$ cat src/rtl/rpn_stack_engine.sv
// rtl/rpn_stack_engine.sv - handshaked RPN stack machine; define RPN_MUL_EN for the multi-cycle multiplier
module rpn_stack_engine #(
    parameter int WIDTH = 16,
    parameter int DEPTH = 8
) (
    input  logic                       clk,
    input  logic                       rst,
    input  logic                       op_valid,
    output logic                       op_ready,
    input  logic [3:0]                 op_code,
    input  logic [WIDTH-1:0]           op_val,
    output logic [WIDTH-1:0]           top,
    output logic [WIDTH-1:0]           next,
    output logic [$clog2(DEPTH+1)-1:0] depth,
    output logic                       done,
    output logic [1:0]                 status,
    output logic                       carry
);
    localparam int DW = $clog2(DEPTH + 1);
    localparam int SW = $clog2(WIDTH);

    localparam logic [DW-1:0] D_ONE  = DW'(1);
    localparam logic [DW-1:0] D_TWO  = DW'(2);
    localparam logic [DW-1:0] D_FULL = DW'(DEPTH);

    localparam logic [3:0] OP_PUSH  = 4'h0;
    localparam logic [3:0] OP_POP   = 4'h1;
    localparam logic [3:0] OP_ADD   = 4'h2;
    localparam logic [3:0] OP_SUB   = 4'h3;
    localparam logic [3:0] OP_MUL   = 4'h4;
    localparam logic [3:0] OP_SHL   = 4'h5;
    localparam logic [3:0] OP_SHR   = 4'h6;
    localparam logic [3:0] OP_SLT   = 4'h7;
    localparam logic [3:0] OP_AND   = 4'h8;
    localparam logic [3:0] OP_OR    = 4'h9;
    localparam logic [3:0] OP_NOR   = 4'hA;
    localparam logic [3:0] OP_XOR   = 4'hB;
    localparam logic [3:0] OP_SWAP  = 4'hC;
    localparam logic [3:0] OP_DUP   = 4'hD;
    localparam logic [3:0] OP_CLEAR = 4'hE;

    localparam logic [1:0] ST_OK  = 2'b00;
    localparam logic [1:0] ST_UNF = 2'b01;
    localparam logic [1:0] ST_OVF = 2'b10;
    localparam logic [1:0] ST_ILL = 2'b11;

    localparam logic [2:0] K_NONE  = 3'd0;
    localparam logic [2:0] K_PUSH  = 3'd1;
    localparam logic [2:0] K_POP   = 3'd2;
    localparam logic [2:0] K_BIN   = 3'd3;
    localparam logic [2:0] K_SWAP  = 3'd4;
    localparam logic [2:0] K_CLEAR = 3'd5;

    localparam logic [1:0] S_IDLE = 2'd0;
    localparam logic [1:0] S_EXEC = 2'd1;
`ifdef RPN_MUL_EN
    localparam logic [1:0] S_MUL  = 2'd2;
`endif
    localparam logic [1:0] S_DONE = 2'd3;

    typedef logic [WIDTH-1:0] word_t;

    logic [1:0]    state_q;
    logic [3:0]    op_q;
    word_t         val_q;
    word_t         stk     [DEPTH];
    word_t         stk_nxt [DEPTH];
    logic [DW-1:0] depth_q;
    logic [DW-1:0] depth_nxt;
    logic [1:0]    status_q;
    logic          carry_q;

    word_t         opa;
    word_t         opb;
    logic [WIDTH:0] ex_sum;
    logic [2:0]    ex_kind;
    word_t         ex_val;
    logic [1:0]    ex_status;
    logic          ex_carry;
    logic          ex_mul;

    logic [2:0]    upd_kind;
    word_t         upd_val;
    logic [1:0]    upd_status;
    logic          upd_carry;
    logic          mul_last;
    logic          fin;

    // Entry 0 is the top of stack; the array shifts on push/pop.
    always_comb begin
        opa       = stk[1];
        opb       = stk[0];
        ex_sum    = '0;
        ex_kind   = K_NONE;
        ex_val    = val_q;
        ex_status = ST_OK;
        ex_carry  = 1'b0;
        ex_mul    = 1'b0;
        case (op_q)
            OP_PUSH: begin
                if (depth_q == D_FULL) ex_status = ST_OVF;
                else                   ex_kind   = K_PUSH;
            end
            OP_POP: begin
                if (depth_q < D_ONE) ex_status = ST_UNF;
                else                 ex_kind   = K_POP;
            end
            OP_DUP: begin
                if (depth_q < D_ONE)        ex_status = ST_UNF;
                else if (depth_q == D_FULL) ex_status = ST_OVF;
                else begin
                    ex_kind = K_PUSH;
                    ex_val  = stk[0];
                end
            end
            OP_SWAP: begin
                if (depth_q < D_TWO) ex_status = ST_UNF;
                else                 ex_kind   = K_SWAP;
            end
            OP_CLEAR: ex_kind = K_CLEAR;
            OP_MUL: begin
`ifdef RPN_MUL_EN
                if (depth_q < D_TWO) ex_status = ST_UNF;
                else                 ex_mul    = 1'b1;
`else
                ex_status = ST_ILL;
`endif
            end
            OP_ADD, OP_SUB, OP_SHL, OP_SHR, OP_SLT, OP_AND, OP_OR, OP_NOR, OP_XOR: begin
                if (depth_q < D_TWO) ex_status = ST_UNF;
                else begin
                    ex_kind = K_BIN;
                    case (op_q)
                        OP_ADD: begin
                            ex_sum   = {1'b0, opa} + {1'b0, opb};
                            ex_val   = ex_sum[WIDTH-1:0];
                            ex_carry = ex_sum[WIDTH];
                        end
                        OP_SUB: begin
                            ex_sum   = {1'b0, opa} - {1'b0, opb};
                            ex_val   = ex_sum[WIDTH-1:0];
                            ex_carry = ex_sum[WIDTH];
                        end
                        OP_SHL:  ex_val = opa << opb[SW-1:0];
                        OP_SHR:  ex_val = opa >> opb[SW-1:0];
                        OP_SLT:  ex_val = {{(WIDTH-1){1'b0}}, (opa < opb)};
                        OP_AND:  ex_val = opa & opb;
                        OP_OR:   ex_val = opa | opb;
                        OP_NOR:  ex_val = ~(opa | opb);
                        default: ex_val = opa ^ opb;
                    endcase
                end
            end
            default: ex_status = ST_ILL;
        endcase
    end

`ifdef RPN_MUL_EN
    logic [2*WIDTH-1:0] mul_acc;
    logic [2*WIDTH-1:0] mul_cand;
    logic [2*WIDTH-1:0] mul_sum;
    word_t              mul_plier;
    logic [SW-1:0]      mul_cnt;

    assign mul_sum  = mul_acc + (mul_plier[0] ? mul_cand : '0);
    assign mul_last = (state_q == S_MUL) && (mul_cnt == SW'(WIDTH - 1));

    // One multiplier bit per cycle; the final partial sum feeds the stack directly.
    always_ff @(posedge clk or negedge rst) begin
        if (!rst) begin
            mul_acc   <= '0;
            mul_cand  <= '0;
            mul_plier <= '0;
            mul_cnt   <= '0;
        end else if (state_q == S_EXEC && ex_mul) begin
            mul_acc   <= '0;
            mul_cand  <= {{WIDTH{1'b0}}, opa};
            mul_plier <= opb;
            mul_cnt   <= '0;
        end else if (state_q == S_MUL) begin
            mul_acc   <= mul_sum;
            mul_cand  <= mul_cand << 1;
            mul_plier <= mul_plier >> 1;
            mul_cnt   <= mul_cnt + SW'(1);
        end
    end
`else
    assign mul_last = 1'b0;
`endif

    assign fin = (state_q == S_EXEC && !ex_mul) || mul_last;

    always_comb begin
        upd_kind   = K_NONE;
        upd_val    = ex_val;
        upd_status = ex_status;
        upd_carry  = ex_carry;
        if (state_q == S_EXEC && !ex_mul) upd_kind = ex_kind;
`ifdef RPN_MUL_EN
        if (mul_last) begin
            upd_kind   = K_BIN;
            upd_val    = mul_sum[WIDTH-1:0];
            upd_status = ST_OK;
            upd_carry  = |mul_sum[2*WIDTH-1:WIDTH];
        end
`endif
    end

    always_comb begin
        stk_nxt   = stk;
        depth_nxt = depth_q;
        case (upd_kind)
            K_PUSH: begin
                stk_nxt[0] = upd_val;
                for (int i = 1; i < DEPTH; i++) stk_nxt[i] = stk[i-1];
                depth_nxt = depth_q + D_ONE;
            end
            K_POP: begin
                for (int i = 0; i < DEPTH - 1; i++) stk_nxt[i] = stk[i+1];
                depth_nxt = depth_q - D_ONE;
            end
            K_BIN: begin
                stk_nxt[0] = upd_val;
                for (int i = 1; i < DEPTH - 1; i++) stk_nxt[i] = stk[i+1];
                depth_nxt = depth_q - D_ONE;
            end
            K_SWAP: begin
                stk_nxt[0] = stk[1];
                stk_nxt[1] = stk[0];
            end
            K_CLEAR: depth_nxt = '0;
            default: ;
        endcase
    end

    // Stack, depth and status only move on the edge that enters DONE.
    always_ff @(posedge clk or negedge rst) begin
        if (!rst) begin
            state_q  <= S_IDLE;
            op_q     <= '0;
            val_q    <= '0;
            depth_q  <= '0;
            status_q <= ST_OK;
            carry_q  <= 1'b0;
            for (int i = 0; i < DEPTH; i++) stk[i] <= '0;
        end else begin
            case (state_q)
                S_IDLE: begin
                    if (op_valid) begin
                        op_q    <= op_code;
                        val_q   <= op_val;
                        state_q <= S_EXEC;
                    end
                end
                S_EXEC: begin
`ifdef RPN_MUL_EN
                    state_q <= ex_mul ? S_MUL : S_DONE;
`else
                    state_q <= S_DONE;
`endif
                end
`ifdef RPN_MUL_EN
                S_MUL: begin
                    if (mul_last) state_q <= S_DONE;
                end
`endif
                default: state_q <= S_IDLE;
            endcase
            if (fin) begin
                stk      <= stk_nxt;
                depth_q  <= depth_nxt;
                status_q <= upd_status;
                carry_q  <= upd_carry;
            end
        end
    end

    assign op_ready = (state_q == S_IDLE);
    assign done     = (state_q == S_DONE);
    assign status   = status_q;
    assign carry    = carry_q;
    assign depth    = depth_q;
    assign top      = (depth_q >= D_ONE) ? stk[0] : '0;
    assign next     = (depth_q >= D_TWO) ? stk[1] : '0;

endmodule

$ cat config.mk
export PLATFORM = sky130hd
export DESIGN_NAME = rpn_stack_engine
export DESIGN_NICKNAME = d
export VERILOG_FILES = /design/src/rtl/rpn_stack_engine.sv
export SDC_FILE = /design/constraint.sdc
export NUM_CORES = 1
export LEC_CHECK = 0
export BUFFER_PORTS_ARGS = -buffer_cell sky130_fd_sc_hd__buf_2
export CAP_MARGIN = 40
export CORE_UTILIZATION = 34
export DETAILED_ROUTE_END_ITERATION = 16
export PLACE_DENSITY = 0.5
export SLEW_MARGIN = 5
export SYNTH_ARGS = -nofsm -noshare
export SYNTH_HDL_FRONTEND = slang
export SYNTH_SLANG_ARGS = --single-unit
export TNS_END_PERCENT = 100
$ cat constraint.sdc
create_clock -name clk -period 4.1 [get_ports clk]
set_input_delay 0.41 -clock clk [delete_from_list [all_inputs] [get_ports clk]]
set_output_delay 0.41 -clock clk [all_outputs]
set_load 0.02 [all_outputs]
Yosys cells after proc, flatten, opt, wreduce, memory -nomap -nowiden

Index checks and enable logic that the tools add are counted.

Memories kept: 0
Register bits: 157
Output and inout port bits: 41
Memory bits (read-only): 0
Latch bits: 0
Word-level logic and storage cells: 91
Memory bits (writable): 0
Input bits: 23

Shift-type cells: 2
$mul: 0
Divide/modulo/power cells: 0
Bitwise operators: 4
Eq/ne operators: 22
Reductions and logical operators: 13
Multiplexer cells: 27
$add $sub $neg: 4
$lt $le $gt $ge: 5

Operators by type and width:

| operator                                                        | count |
|---|---|
| 80-bit case mux with 2 select lines                             | 1 |
| 16-bit case mux with 8 select lines                             | 1 |
| 32-bit case mux with 4 select lines                             | 1 |
| 16-bit two-way mux                                              | 5 |
| 4-bit == test, second input constant                            | 8 |
| 16-bit case mux with 2 select lines                             | 1 |
| 3-bit case mux with 6 select lines                              | 1 |
| 16-bit by 16-bit adder with 17-bit output                       | 1 |
| 16-bit by 16-bit subtractor with 17-bit output                  | 1 |
| 16-bit bitwise AND                                              | 1 |
| 16-bit less-than comparator                                     | 1 |
| 16-bit inverter                                                 | 1 |
| 16-bit OR                                                       | 1 |
| 16-bit by 4-bit left shift with 16-bit output                   | 1 |
| 16-bit by 4-bit right shift with 16-bit output                  | 1 |
| 16-bit bitwise XOR                                              | 1 |
| 4-bit by 3-bit == test with 1-bit output, second input constant | 3 |
| 4-bit case mux with 3 select lines                              | 1 |
| 2-bit two-way mux                                               | 5 |
| 2-bit case mux with 5 select lines                              | 1 |
| 2-bit AND reduction                                             | 5 |
| 10-bit OR reduction                                             | 1 |
| 3-bit two-way mux                                               | 3 |
| 9-bit OR reduction                                              | 1 |
| 23 further kinds                                                | 30 |

Depth between registers and ports, before layout

Depth in word-level cells: 9
Gate-level depth with buffers: 14
Mapped depth without buffers: 12

Worst setup path after synthesis

No wires, ideal clock.

Path type: reg-to-reg
From: register stk (netlist bit opb[1])
To: register stk (netlist bit opb[11])
Setup slack: 615 ps
Period minus slack after synthesis: 3485 ps
Setup time: 95 ps
Path buffers: 3
Data required time: 4005 ps
Arrival: 3390 ps
Cell stages (with the launch flop): 15
Cells stage by stage: dfrtp_1 > buf_2 > inv_2 > clkbuf_1 > buf_1 > ha_1 > nor3_1 > a211o_1 > a221o_1 > or4b_4 > a21oi_2 > nor3_1 > a41oi_1 > a211oi_1 > o31ai_1

Longest elaborated chain between the ends: 5

RTL lines:

| what                                                                         | line | text |
|---|---|---|
| from (decl)                                                                  | 66   | `word_t stk [DEPTH];` |
| from (signal assigned)                                                       | 270  | `stk <= stk_nxt;` |
| 16-bit by 16-bit subtractor with 17-bit output, or another cell as far along | 140  | `ex_sum = {1'b0, opa} - {1'b0, opb};` |
| 16-bit case mux with 8 select lines *                                        | 133  | `case (op_q)` |
| 16-bit two-way mux *                                                         | 130  | `if (depth_q < D_TWO) ex_status = ST_UNF;` |
| 16-bit case mux with 2 select lines *                                        | 99   | `case (op_q)` |
| 32-bit case mux with 4 select lines *                                        | 212  | `case (upd_kind)` |

Every way passes the cells marked *; elsewhere a longest branch is shown, timed or not.
A chain may end at the register's enable or synchronous reset.

Final worst setup path

From: register stk (netlist bit opa[4])
To: register stk (netlist bit opb[0])

Longest elaborated chain between the ends: 5

RTL lines:

| what                                                      | line | text |
|---|---|---|
| 16-bit less-than comparator, or another cell as far along | 146  | `OP_SLT: ex_val = {{(WIDTH-1){1'b0}}, (opa < opb)};` |
| 16-bit case mux with 8 select lines *                     | 133  |  |
| 16-bit two-way mux *                                      | 130  |  |
| 16-bit case mux with 2 select lines *                     | 99   |  |
| 32-bit case mux with 4 select lines *                     | 212  |  |

Marks and branches as above.

==> flow_summary_export.csv <==
group,metric,value,unit
timing,setup_viol,0,
worst_setup_path,critPathCaptureType,"flop",
layout,drive_gt1_share,14.61,%
yosys,synth_top_area_share,34.50,%
layout,nets,1546,
cts,cts_root_buf,"clkbuf_16",
yosys,synth_fp_nets,1514,
floorplanning,pin_count,64,
place,hpwl,30200,um
timing,worst_pin_slew,0.9020,ns
cts,clk_pin_slew,0.08,ns
place,port_buffers,63,
worst_setup_path,critPathLaunchType,"flop",
timing,max_freq,0.2705,GHz
worst_setup_path,regToRegEndpoint,"opb[0]",
layout,n_antenna_cell,0,
floorplanning,die_y,185.0,um
global_route,grt_antenna_before_repair,0,
layout,finalCoreUtilization,39.59,%
layout,final_cell_area,12980,um2
yosys,synth_edf_count,0,
yosys,post-synth-top-count-cell,"nor2_1",
drt,dr.pass1.iters,6,
global_route,grt_max_degree,162,
yosys,postSynthCellCount,1427,
worst_setup_path,reg2reg_depth,10,
timing,period_minus_slack,3.697,ns
floorplanning,start_util,34.74,%
global_route,grt.total_usage,24.81,%
worst_setup_path,crit_required,4.45,ns
layout,multi_input_area,6859,um2
drt,vias,11130,
timing,finClkSkew,0.01855,ns
floorplanning,core,32780,um2
worst_setup_path,cp-startpoint,"opa[4]",
floorplanning,row_count,66,
cts,h-tree-depth,4,
global_route,grt_overflow_total,0,
timing,finalMaxSlewViolations,0,
layout,fillers,3403,
floorplanning,dieArea,34230,um2
worst_setup_path,path_class,"reg2reg",
min_path,hold_path_depth,2,
layout,regArea,3929,um2
global_route,grt_pass1_vias,10140,
yosys,yosys_warnings,0,
drt,finalWirelength,41560,um
worst_setup_path,r2r-start,"opa[4]",
drt,wl_per_cell,21.71,um
cts,ctsResizeCount,0,
timing,finalHoldViolCount,0,
timing,tns,0,ns
cts,cts-buffers-inserted,17,
drt,drt_iter0_markers,1148,
worst_setup_path,crit_fanout,10,
place,routabilityCongestion,0.9856,
yosys,async_flop_share,100.0,%
yosys,yosysSeqAreaShare,34.50,%
cts,cts.sinks,157,
yosys,syn_area,11390,um2
outcome,status,"completed",
timing,worst_hold_slack,0.1915,ns
run,cap_violations,0,
cts,clk_latency,0.45,ns
cts,tritoncts,"done",
drt,postRouteAntennaNets,0,
drt,vias_per_cell,5.816,
place,place_area,12350,um2
yosys,synth_area_leaders,"dfrtp_1 34%, nor2_1 7.5%, ha_1 6.8%, nand2_1 6.8%, a21oi_1 4.8%",
layout,area_growth,13.96,%
timing,slew_headroom,39.40,%
global_route,grt_pass1_wl,63590,um
yosys,ys_types,74,
worst_setup_path,r2r_setup_slack,0.40,ns
yosys,synth.largest_area_cell,"dfrtp_1",
yosys,ys_ff_latch,157,
drt,drc,0,
worst_setup_path,worstPathArrival,4.04,ns
yosys,yosys-top-cells-count,"227 x nor2_1, 205 x nand2_1, 157 x dfrtp_1",
yosys,syn_area_per_cell,7.981,um2
floorplanning,fp.dieW,185.0,um
min_path,hold_path_class,"in2reg",
timing,rsz0062_at_grt,"false",
timing,fin_crit_sh,90.18,%
min_path,hold_path_end,"val_q[9]",
yosys,synth_ff_type,"dfrtp_1",
min_path,worstHoldStart,"op_val[9]",
cts,clockBufferDepth,2,
routing by layer:
metal / global-route usage [%] / routed length (um)
met5: 0 / 0
met2: 35.85 / 17910
met4: 12.63 / 1919
met1: 35.24 / 18870
met3: 4.286 / 2865
timing repair:
item / CTS / global route
hold endpoints to repair: 40 / 0
buffers inserted: 0 / 0
setup endpoints to repair: 0 / 0
hold buffers: 1 / 0
kinds of logic (layout without fill, tap and decap cells):
family / after synthesis / after routing / share of synthesized area (%)
AOI/OAI and AO/OA: 438 / 438 / 25.37
adders and majority gates: 64 / 64 / 7.163
DFF: 157 / 157 / 34.50
muxes: 70 / 70 / 7.306
buffers and inverters: 158 / 203 / 5.559
xor gates and xnor gates: 2 / 2 / 0.1538
and+or+nand+nor: 538 / 538 / 19.95
cell usage in the layout (no fill, tap or decap), types with 5 or more instances in the layout:
cell type,count
nor2_1,226
nand2_1,205
dfrtp_1,157
a21oi_1,109
a31oi_1,80
o21ai_0,78
buf_2,63
ha_1,62
inv_1,49
buf_4,47
mux2_2,36
nor3_1,30
a221oi_1,20
mux2i_1,19
o221ai_1,19
nand3_1,18
a211oi_1,17
clkbuf_16,17
a21o_1,12
o22ai_1,12
o211ai_1,12
nand2b_1,11
nor2b_1,10
a221o_1,10
mux2_1,9
a22oi_1,9
and2_1,7
o21bai_1,7
or3_1,6
o31ai_1,6
mux4_2,6
a211o_1,6
nor4_1,5
worst max-delay path by stage:
stage | to | slack (ns) | depth (start not counted)
2_1_floorplan | opb[11] | 0.61 | 14
3_3_place_gp | opb[0] | 0.53 | 10
3_5_place_dp | opb[0] | 0.46 | 10
4_1_cts | stk[0] | 0.46 | 10
5_1_grt | opb[0] | 0.19 | 10
6_report | opb[0] | 0.40 | 10
sequential cells by signal (all words and copies together), names as in the netlist:
register / count
carry: 1
depth: 4
op_q: 4
opa: 16
opb: 16
state_q: 2
status: 2
stk: 96
val_q: 16
through the flow:
| stage | worst slack [ns] | std cells |
|---|---|---|
| global route | 0.1947 | 1914 |
| finish | 0.4025 | 1914 |
| global placement | 0.5305 | 1876 |
| CTS | 0.4603 | 1914 |
| detailed placement | 0.4609 | 1881 |
| floorplan | 0.6148 | 1427 |
worst max-delay path: stages, from the launching register on:
cell and delay, ns:
dfrtp_1 0.56, inv_1 0.19, ha_1 0.56, nor2b_1 0.11, or2_2 0.30, a221o_1 0.42, nor4_4 0.21, o41ai_1 0.17
a2111oi_2 0.54, o221ai_1 0.21, a222oi_1 0.32
cell type report:
class	instances	area share, %
Multi-Input combinational cell	1112	52.85
Clock buffer	20	3.596
Tap cell	442	4.261
Inverter	52	1.504
Clock inverter	12	1.138
Sequential cell	157	30.27
Timing Repair Buffer	119	6.382
Power is left out: the tool's default activity adds up to more than one toggle a clock period on the data nets, which glitch-free logic cannot reach.
